[config.mk]
export PLATFORM = sky130hd
export DESIGN_NAME = cpu_controller_flat
export DESIGN_NICKNAME = d
export VERILOG_FILES = /design/src/rtl/cpu_pkg.sv /design/src/rtl/cpu_controller_if.sv /design/src/rtl/inst_decoder.sv /design/src/rtl/vDFFE.sv /design/src/rtl/cpu_controller.sv /design/src/flat_wrapper.sv
export SDC_FILE = /design/constraint.sdc
export NUM_CORES = 1
export LEC_CHECK = 0
export CAP_MARGIN = 20
export CORE_UTILIZATION = 40
export DETAILED_ROUTE_END_ITERATION = 10
export GPL_TIMING_DRIVEN = 0
export PLACE_DENSITY = 0.84
export SETUP_SLACK_MARGIN = 0.02
export SYNTH_ARGS = -nofsm -noshare
export SYNTH_HDL_FRONTEND = slang
export SYNTH_SLANG_ARGS = --single-unit
[constraint.sdc]
create_clock -name clk -period 2 [get_ports clk]
set_clock_uncertainty 0.2 [all_clocks]
set_input_delay 0.2 -clock clk [delete_from_list [all_inputs] [get_ports clk]]
set_output_delay 0.2 -clock clk [all_outputs]
set_load 0.01 [all_outputs]
[src/rtl/cpu_pkg.sv]
// Shared types and encodings for the RISC CPU control half: FSM states,
// instruction field codes, memory/writeback/ALU codes and the control bundle.
package cpu_pkg;

  typedef enum logic [4:0] {
    S_RST, S_IF1, S_IF2, S_UPDATE_PC, S_DECODE, S_WR_IMM,
    S_GET_A, S_GET_B, S_ALU, S_WR_REG,
    S_ADDR, S_LD_ADDR, S_RD1, S_RD2, S_GET_RD, S_PASS, S_MEM_WR,
    S_HALT
  } state_t;

  localparam logic [2:0] OPC_MOV  = 3'b110;
  localparam logic [2:0] OPC_ALU  = 3'b101;
  localparam logic [2:0] OPC_LDR  = 3'b011;
  localparam logic [2:0] OPC_STR  = 3'b100;
  localparam logic [2:0] OPC_HALT = 3'b111;

  localparam logic [1:0] OP_MOV_IMM = 2'b10;
  localparam logic [1:0] OP_MOV_REG = 2'b00;
  localparam logic [1:0] OP_MEM     = 2'b00;
  localparam logic [1:0] OP_CMP     = 2'b01;
  localparam logic [1:0] OP_MVN     = 2'b11;

  localparam logic [1:0] MEM_NONE  = 2'b00;
  localparam logic [1:0] MEM_READ  = 2'b01;
  localparam logic [1:0] MEM_WRITE = 2'b10;

  localparam logic [1:0] VSEL_MDATA = 2'b00;
  localparam logic [1:0] VSEL_IMM   = 2'b01;
  localparam logic [1:0] VSEL_PC    = 2'b10;
  localparam logic [1:0] VSEL_C     = 2'b11;

  localparam logic [1:0] ALU_ADD = 2'b00;
  localparam logic [1:0] ALU_SUB = 2'b01;
  localparam logic [1:0] ALU_AND = 2'b10;
  localparam logic [1:0] ALU_MVN = 2'b11;

  typedef struct packed {
    logic [2:0] opcode;
    logic [1:0] op;
    logic [2:0] rn;
    logic [2:0] rd;
    logic [2:0] rm;
    logic [1:0] sh;
    logic [15:0] sximm8;
    logic [15:0] sximm5;
  } dec_t;

  // Everything the FSM registers per state; internal enables ride along
  // with the datapath strobes so they all change on the same edge.
  typedef struct packed {
    logic [2:0] readnum;
    logic [2:0] writenum;
    logic       write;
    logic       loada;
    logic       loadb;
    logic       loadc;
    logic       loads;
    logic       asel;
    logic       bsel;
    logic [1:0] vsel;
    logic [1:0] shift;
    logic [1:0] alu_op;
    logic [1:0] mem_cmd;
    logic       halted;
    logic       addr_sel;
    logic       load_ir;
    logic       load_pc;
    logic       load_addr;
  } ctrl_t;

endpackage

[src/rtl/cpu_controller_if.sv]
// Memory port of the controller: command/address out, read data back.
// Protocol: no handshake; mem_cmd is a one-cycle command, and READ data
// appears on read_data in the cycle after the address is presented.
interface cpu_controller_if #(parameter int PC_W = 8) ();
  logic [1:0]      mem_cmd;
  logic [PC_W-1:0] mem_addr;
  logic [15:0]     read_data;

  modport master (output mem_cmd, output mem_addr, input read_data);
  modport slave  (input mem_cmd, input mem_addr, output read_data);
endinterface

[src/rtl/inst_decoder.sv]
// Combinational split of the instruction register into fields and immediates.
module inst_decoder
  import cpu_pkg::*;
(
  input  logic [15:0] ir,
  output dec_t        dec
);
  always_comb begin
    dec.opcode = ir[15:13];
    dec.op     = ir[12:11];
    dec.rn     = ir[10:8];
    dec.rd     = ir[7:5];
    dec.sh     = ir[4:3];
    dec.rm     = ir[2:0];
    dec.sximm8 = {{8{ir[7]}}, ir[7:0]};
    dec.sximm5 = {{11{ir[4]}}, ir[4:0]};
  end
endmodule

[src/rtl/vDFFE.sv]
// Enable register with synchronous reset to a parameterised value.
module vDFFE #(
  parameter int         W       = 1,
  parameter logic [W-1:0] RST_VAL = '0
) (
  input  logic         clk,
  input  logic         reset,
  input  logic         en,
  input  logic [W-1:0] in,
  output logic [W-1:0] out
);
  always_ff @(posedge clk) begin
    if (reset)   out <= RST_VAL;
    else if (en) out <= in;
  end
endmodule

[src/rtl/cpu_controller.sv]
// Control half of the simple RISC CPU: fetch, decode and Moore sequencing of
// every datapath strobe; owns IR, PC and the data address register.
module cpu_controller
  import cpu_pkg::*;
#(
  parameter int            PC_W   = 8,
  parameter logic [PC_W-1:0] RST_PC = '0
) (
  input  logic              clk,
  input  logic              reset,
  input  logic [15:0]       datapath_out,
  cpu_controller_if.master  mem,
  output logic [2:0]        readnum,
  output logic [2:0]        writenum,
  output logic              write,
  output logic              loada,
  output logic              loadb,
  output logic              loadc,
  output logic              loads,
  output logic              asel,
  output logic              bsel,
  output logic [1:0]        vsel,
  output logic [1:0]        shift,
  output logic [1:0]        ALUop,
  output logic [15:0]       sximm8,
  output logic [15:0]       sximm5,
  output logic [PC_W-1:0]   PC,
  output logic              halted,
  output state_t            fsm_state
);

  logic [15:0]     ir;
  logic [PC_W-1:0] data_addr;
  logic [PC_W-1:0] pc_inc;
  logic            unused_dp_hi;
  dec_t            dec;
  state_t          state, next_state;
  ctrl_t           ctrl;
  logic            is_mov_imm, is_mov_reg, is_alu, is_cmp, is_ldr, is_str;

  inst_decoder u_dec (.ir(ir), .dec(dec));

  assign pc_inc       = PC + {{(PC_W-1){1'b0}}, 1'b1};
  assign unused_dp_hi = ^datapath_out[15:PC_W];

  vDFFE #(.W(16), .RST_VAL(16'h0000)) u_ir (
    .clk(clk), .reset(reset), .en(ctrl.load_ir), .in(mem.read_data), .out(ir));
  vDFFE #(.W(PC_W), .RST_VAL(RST_PC)) u_pc (
    .clk(clk), .reset(reset), .en(ctrl.load_pc), .in(pc_inc), .out(PC));
  vDFFE #(.W(PC_W), .RST_VAL('0)) u_addr (
    .clk(clk), .reset(reset), .en(ctrl.load_addr), .in(datapath_out[PC_W-1:0]), .out(data_addr));

  assign is_mov_imm = (dec.opcode == OPC_MOV) && (dec.op == OP_MOV_IMM);
  assign is_mov_reg = (dec.opcode == OPC_MOV) && (dec.op == OP_MOV_REG);
  assign is_alu     = (dec.opcode == OPC_ALU);
  assign is_cmp     = is_alu && (dec.op == OP_CMP);
  assign is_ldr     = (dec.opcode == OPC_LDR) && (dec.op == OP_MEM);
  assign is_str     = (dec.opcode == OPC_STR) && (dec.op == OP_MEM);

  always_comb begin
    next_state = state;
    case (state)
      S_RST:       next_state = S_IF1;
      S_IF1:       next_state = S_IF2;
      S_IF2:       next_state = S_UPDATE_PC;
      S_UPDATE_PC: next_state = S_DECODE;
      S_DECODE: begin
        // HALT and every unrecognised encoding share the halt path
        if (is_mov_imm)             next_state = S_WR_IMM;
        else if (is_mov_reg)        next_state = S_GET_B;
        else if (is_alu)            next_state = (dec.op == OP_MVN) ? S_GET_B : S_GET_A;
        else if (is_ldr || is_str)  next_state = S_GET_A;
        else                        next_state = S_HALT;
      end
      S_WR_IMM:    next_state = S_IF1;
      S_GET_A:     next_state = is_alu ? S_GET_B : S_ADDR;
      S_GET_B:     next_state = S_ALU;
      S_ALU:       next_state = is_cmp ? S_IF1 : S_WR_REG;
      S_WR_REG:    next_state = S_IF1;
      S_ADDR:      next_state = S_LD_ADDR;
      S_LD_ADDR:   next_state = is_ldr ? S_RD1 : S_GET_RD;
      S_RD1:       next_state = S_RD2;
      S_RD2:       next_state = S_IF1;
      S_GET_RD:    next_state = S_PASS;
      S_PASS:      next_state = S_MEM_WR;
      S_MEM_WR:    next_state = S_IF1;
      S_HALT:      next_state = S_HALT;
      default:     next_state = S_RST;
    endcase
  end

  function automatic ctrl_t ctrl_of(state_t s, dec_t d, logic cmp, logic alu);
    ctrl_t c;
    c = '0;
    case (s)
      S_IF1:       begin c.addr_sel = 1'b1; c.mem_cmd = MEM_READ; end
      S_IF2:       begin c.addr_sel = 1'b1; c.mem_cmd = MEM_READ; c.load_ir = 1'b1; end
      S_UPDATE_PC: c.load_pc = 1'b1;
      S_WR_IMM:    begin c.writenum = d.rn; c.vsel = VSEL_IMM; c.write = 1'b1; end
      S_GET_A:     begin c.readnum = d.rn; c.loada = 1'b1; end
      S_GET_B:     begin c.readnum = d.rm; c.loadb = 1'b1; end
      S_ALU: begin
        // MOV reg reuses the ALU as 0 + shifted Rm
        c.asel   = (d.opcode == OPC_MOV);
        c.alu_op = alu ? d.op : ALU_ADD;
        c.shift  = d.sh;
        c.loads  = cmp;
        c.loadc  = !cmp;
      end
      S_WR_REG:    begin c.writenum = d.rd; c.vsel = VSEL_C; c.write = 1'b1; end
      S_ADDR:      begin c.bsel = 1'b1; c.alu_op = ALU_ADD; c.loadc = 1'b1; end
      S_LD_ADDR:   c.load_addr = 1'b1;
      S_RD1:       c.mem_cmd = MEM_READ;
      S_RD2: begin
        c.mem_cmd  = MEM_READ;
        c.writenum = d.rd;
        c.vsel     = VSEL_MDATA;
        c.write    = 1'b1;
      end
      S_GET_RD:    begin c.readnum = d.rd; c.loadb = 1'b1; end
      S_PASS:      begin c.asel = 1'b1; c.alu_op = ALU_ADD; c.loadc = 1'b1; end
      S_MEM_WR:    c.mem_cmd = MEM_WRITE;
      S_HALT:      c.halted = 1'b1;
      default:     c = '0;
    endcase
    return c;
  endfunction

  // Outputs are registered alongside the state they belong to
  always_ff @(posedge clk) begin
    if (reset) begin
      state <= S_RST;
      ctrl  <= '0;
    end else begin
      state <= next_state;
      ctrl  <= ctrl_of(next_state, dec, is_cmp, is_alu);
    end
  end

  assign mem.mem_cmd  = ctrl.mem_cmd;
  assign mem.mem_addr = ctrl.addr_sel ? PC : data_addr;
  assign readnum      = ctrl.readnum;
  assign writenum     = ctrl.writenum;
  assign write        = ctrl.write;
  assign loada        = ctrl.loada;
  assign loadb        = ctrl.loadb;
  assign loadc        = ctrl.loadc;
  assign loads        = ctrl.loads;
  assign asel         = ctrl.asel;
  assign bsel         = ctrl.bsel;
  assign vsel         = ctrl.vsel;
  assign shift        = ctrl.shift;
  assign ALUop        = ctrl.alu_op;
  assign halted       = ctrl.halted;
  assign sximm8       = dec.sximm8;
  assign sximm5       = dec.sximm5;
  assign fsm_state    = state;

endmodule
[src/flat_wrapper.sv]
// flat-port wrapper written by rule: the top's interface ports become plain ports
module cpu_controller_flat import cpu_pkg::*;
#(
  parameter int            PC_W   = 8,
  parameter logic [PC_W-1:0] RST_PC = '0
)
  (clk, reset, datapath_out, readnum, writenum, write, loada, loadb, loadc, loads, asel, bsel, vsel, shift, ALUop, sximm8, sximm5, PC, halted, fsm_state, mem_mem_cmd, mem_mem_addr, mem_read_data);
  cpu_controller_if #(.PC_W(PC_W)) mem_i ();
  input  logic clk;
  input  logic reset;
  input  logic [15:0] datapath_out;
  output logic [2:0] readnum;
  output logic [2:0] writenum;
  output logic write;
  output logic loada;
  output logic loadb;
  output logic loadc;
  output logic loads;
  output logic asel;
  output logic bsel;
  output logic [1:0] vsel;
  output logic [1:0] shift;
  output logic [1:0] ALUop;
  output logic [15:0] sximm8;
  output logic [15:0] sximm5;
  output logic [PC_W-1:0] PC;
  output logic halted;
  output state_t fsm_state;
  output wire logic [$bits(mem_i.mem_cmd)-1:0] mem_mem_cmd;
  output wire logic [$bits(mem_i.mem_addr)-1:0] mem_mem_addr;
  input wire logic [$bits(mem_i.read_data)-1:0] mem_read_data;
  assign mem_mem_cmd = mem_i.mem_cmd;
  assign mem_mem_addr = mem_i.mem_addr;
  assign mem_i.read_data = mem_read_data;
  cpu_controller #(.PC_W(PC_W), .RST_PC(RST_PC)) u_core (.clk(clk), .reset(reset), .datapath_out(datapath_out), .mem(mem_i), .readnum(readnum), .writenum(writenum), .write(write), .loada(loada), .loadb(loadb), .loadc(loadc), .loads(loads), .asel(asel), .bsel(bsel), .vsel(vsel), .shift(shift), .ALUop(ALUop), .sximm8(sximm8), .sximm5(sximm5), .PC(PC), .halted(halted), .fsm_state(fsm_state));
endmodule
==> impl_metrics.env, run 1 <==
export IMPL_outcome="finished, violations left"
export IMPL_violations="setup timing"
export IMPL_io_pins=109
export IMPL_number_of_enable_flip_flop_cells_after_synthesis=0
export IMPL_grtUsageTotal_pct=19.5
export IMPL_design_core_area_mm2=0.00729
export IMPL_layout_cells_non_filler=549
export IMPL_initial_core_util_pct=41.6
export IMPL_place_detailed_instances=519
export IMPL_route_vias_total=2684
export IMPL_max_clock_freq_mhz=494
export IMPL_start_kind="register"
export IMPL_ys_async_sr_fraction_pct=0
export IMPL_hold_depth=3
export IMPL_timing_slew_headroom_pct=60.2
export IMPL_synthDistinctLibCells=57
export IMPL_ctsHoldBuffers=0
export IMPL_n_fill_cell=598
export IMPL_fin_max_slew_vios=0
export IMPL_hold_viol=0
export IMPL_num_rows=31
export IMPL_layout_area_overhead_vs_synth_pct=57.2
export IMPL_worst_slew_pin_slew_ns=0.597
export IMPL_grt_antenna_before_repair=0
export IMPL_yosys_warnings=0
export IMPL_worstSetupPathType="register to register"
export IMPL_drt_iter0_drc=138
export IMPL_synth_seq_cells=63
export IMPL_synthesis_instances=320
export IMPL_tritoncts_num_buffers=9
export IMPL_layout_drive_gt1_share_pct=33.6
export IMPL_maximum_number_of_pins_on_one_net_before_global_route_repair=16
export IMPL_grt_first_pass_wirelength_um=11700
export IMPL_via_count_of_the_first_global_routing_pass=2480
export IMPL_place_congestion=0.861
export IMPL_cts_max_path_buffers=2
export IMPL_die_area_mm2=0.00793
export IMPL_power_density_mw_per_mm2=616
export IMPL_p_leak_nw=1.93
export IMPL_antenna_violating_nets_post_route=0
export IMPL_die_w_um=89.0
export IMPL_hpwl_um=5420
export IMPL_grt_overflow_total=0
export IMPL_final_net_count=480
export IMPL_numClockSinks=63
export IMPL_setup_reg_to_reg_worst_slack_ns=-0.03
export IMPL_crit_arrival_ns=2.08
export IMPL_drv_cap=0
export IMPL_clkTransAtPathRegs_ns=0.07
export IMPL_worstPathRequired_ns=2.06
export IMPL_worstPathMaxFanout=10
export IMPL_ys_flop_type="sky130_fd_sc_hd__dfxtp_1"
export IMPL_clock_tree_from_tritoncts="built"
export IMPL_timing_hold_worst_class="input port to register"
export IMPL_drt_wl_total_um=8090
export IMPL_rsz0062_at_grt="yes"
export IMPL_clk_latency_ns=0.33
export IMPL_cts_root_buffer_cell="sky130_fd_sc_hd__clkbuf_8"
export IMPL_syn_cell_area_mm2=0.00303
export IMPL_detail_route_wl_per_cell_um=14.7
export IMPL_vdd_ir_drop_worst_mv=0.533
export IMPL_final_setup_worst_slack_ns=-0.0252
export IMPL_drt_drc_violations_left=0
export IMPL_synthesis_nets=355
export IMPL_h_tree_depth=3
export IMPL_die_y_um=89.0
export IMPL_seq_area_frac_synth_pct=41.6
export IMPL_timing_final_crit_period_ns=2.03
export IMPL_count_of_input_and_output_buffers=100
export IMPL_power_total_mw=2.94
export IMPL_setup_viol_count_final=5
export IMPL_num_antenna_cells=0
export IMPL_number_of_optimization_iterations_in_the_first_detailed_route_pass=4
export IMPL_period_share_pct=101
export IMPL_worstRegToRegCells=6
export IMPL_cp_end_kind="register"
export IMPL_drt_vias_per_instance=4.89
export IMPL_avgSynthCellArea_um2=9.47
[worst max-delay path, cell delays in order, from the launching register on]
cell and delay, ns:
sky130_fd_sc_hd__dfxtp_2 0.37, sky130_fd_sc_hd__clkbuf_4 0.22, sky130_fd_sc_hd__a21oi_1 0.20, sky130_fd_sc_hd__nand3_2 0.15, sky130_fd_sc_hd__and3_4 0.24, sky130_fd_sc_hd__nor4b_4 0.40, sky130_fd_sc_hd__o21bai_1 0.18
[sequential cells by signal (all words and copies together) (netlist names)]
| name | flops |
|---|---|
| u_core.shift | 2 |
| u_core.fsm_state | 5 |
| u_core.u_addr.out | 8 |
| u_core.ctrl | 4 |
| u_core.loadb | 1 |
| u_core.halted | 1 |
| u_core.mem.mem_cmd | 2 |
| u_core.loada | 1 |
| u_core.u_ir.out | 16 |
| u_core.readnum | 3 |
| u_core.bsel | 1 |
| u_core.ALUop | 2 |
| u_core.write | 1 |
| u_core.loads | 1 |
| u_core.loadc | 1 |
| u_core.vsel | 2 |
| u_core.u_pc.out | 8 |
| u_core.asel | 1 |
| u_core.writenum | 3 |
[where the power goes]
group	total [mW]	internal, mW	switching, mW
Combinational	0.613	0.346	0.267
Sequential	1.36	1.30	0.0621
Clock	0.963	0.450	0.512
[cells by family (layout without fill, tap and decap cells)]
kind of cell	count (synthesis)	count (layout)	share of synthesized area (%)
flops	63	63	41.6
buf+inv	69	199	15.2
compound gates	39	39	9.00
simple gates	105	105	19.5
xor+xnor	6	6	1.73
fa+ha+maj	1	1	0.413
mux	37	37	12.6
[routing by layer]
layer  GRT usage, %  part of all wire, %  vias to the layer above
met5              0                    0                        -
met4           7.22                  1.7                        0
met3           4.89                  5.8                       14
met2           32.8                   51                      104
met1           24.3                   42                     1263
li1               -                    -                     1303
[cell usage after synthesis (5+ instances only)]
cell | number | area share, %
sky130_fd_sc_hd__dfxtp_1 | 63 | 42
sky130_fd_sc_hd__buf_4 | 48 | 12
sky130_fd_sc_hd__nor2_1 | 46 | 5.7
sky130_fd_sc_hd__mux2i_1 | 29 | 9.6
sky130_fd_sc_hd__a21oi_1 | 8 | 1.3
sky130_fd_sc_hd__mux2_2 | 8 | 3.0
sky130_fd_sc_hd__nand2_1 | 8 | 0.99
sky130_fd_sc_hd__nor2b_1 | 7 | 1.4
sky130_fd_sc_hd__o21ai_0 | 6 | 0.99
sky130_fd_sc_hd__and2_1 | 5 | 1.0
sky130_fd_sc_hd__buf_2 | 5 | 0.83
sky130_fd_sc_hd__clkbuf_1 | 5 | 0.62
sky130_fd_sc_hd__inv_1 | 5 | 0.62
[what timing repair did]
action,in CTS,in global routing
endpoints found under the hold margin,0,0
gates resized for setup,43,43
cloned,0,1
pin swaps,4,19
setup buffers,1,13
endpoints found under the setup margin,46,21
[area by class of cell]
class / count / area (um2) / share of cell area, %
Clock inverter: 7 / 48.8 / 1.02
Tap cell: 99 / 124 / 2.60
Multi-Input combinational cell: 188 / 1560 / 32.8
Sequential cell: 63 / 1290 / 27.1
Inverter: 6 / 22.5 / 0.473
Timing Repair Buffer: 115 / 1120 / 23.5
Clock buffer: 9 / 124 / 2.60
Buffer: 62 / 470 / 9.88
[layout by cell type (no fill, tap or decap), drive strengths merged, types with 4 or more instances in the layout]
cell and count:
nor2b 8, xor2 4, nand3 4, dfxtp 63, and2 5, buf 71
dlygate4sd2 8, a21oi 8, nand2 8, o21ai 9, inv 7, clkbuf 15
mux2i 29, nand4 4, mux2 8, clkinv 5, clkdlybuf4s50 92, nor2 48
nor3 6
[final timing paths]
check	startpoint	endpoint
max	u_core.fsm_state[4]	u_core.vsel[0]
min	datapath_out[2]	u_core.u_addr.out[2]
max reg2reg	u_core.fsm_state[4]	u_core.vsel[0]
min reg2reg	u_core.u_addr.out[2]	u_core.u_addr.out[2]
[metrics by stage]
stage / setup WS (ns) / hold WS [ns] / setup TNS (ns) / area, um2 / utilization, %
floorplan: 0.106 / 0.0841 / 0 / 3030 / -
global placement: -0.227 / 0.269 / -4.73 / 4160 / 57.0
detailed placement: -0.243 / 0.280 / -4.74 / 4160 / 57.0
CTS: 0.0107 / 0.269 / 0 / 4470 / 61.3
global route: -0.118 / 0.290 / -0.821 / 4760 / 65.3
finish: -0.0252 / 0.276 / -0.0547 / 4760 / 65.3
No activity file was read; power rests on OpenSTA's default activity.
==> inputs of run 2 (changes only) <==
SLEW_MARGIN = 15   (was not set)
==> results of run 2 <==
No change in the layout: final DEF, timing and power equal those of run 1.
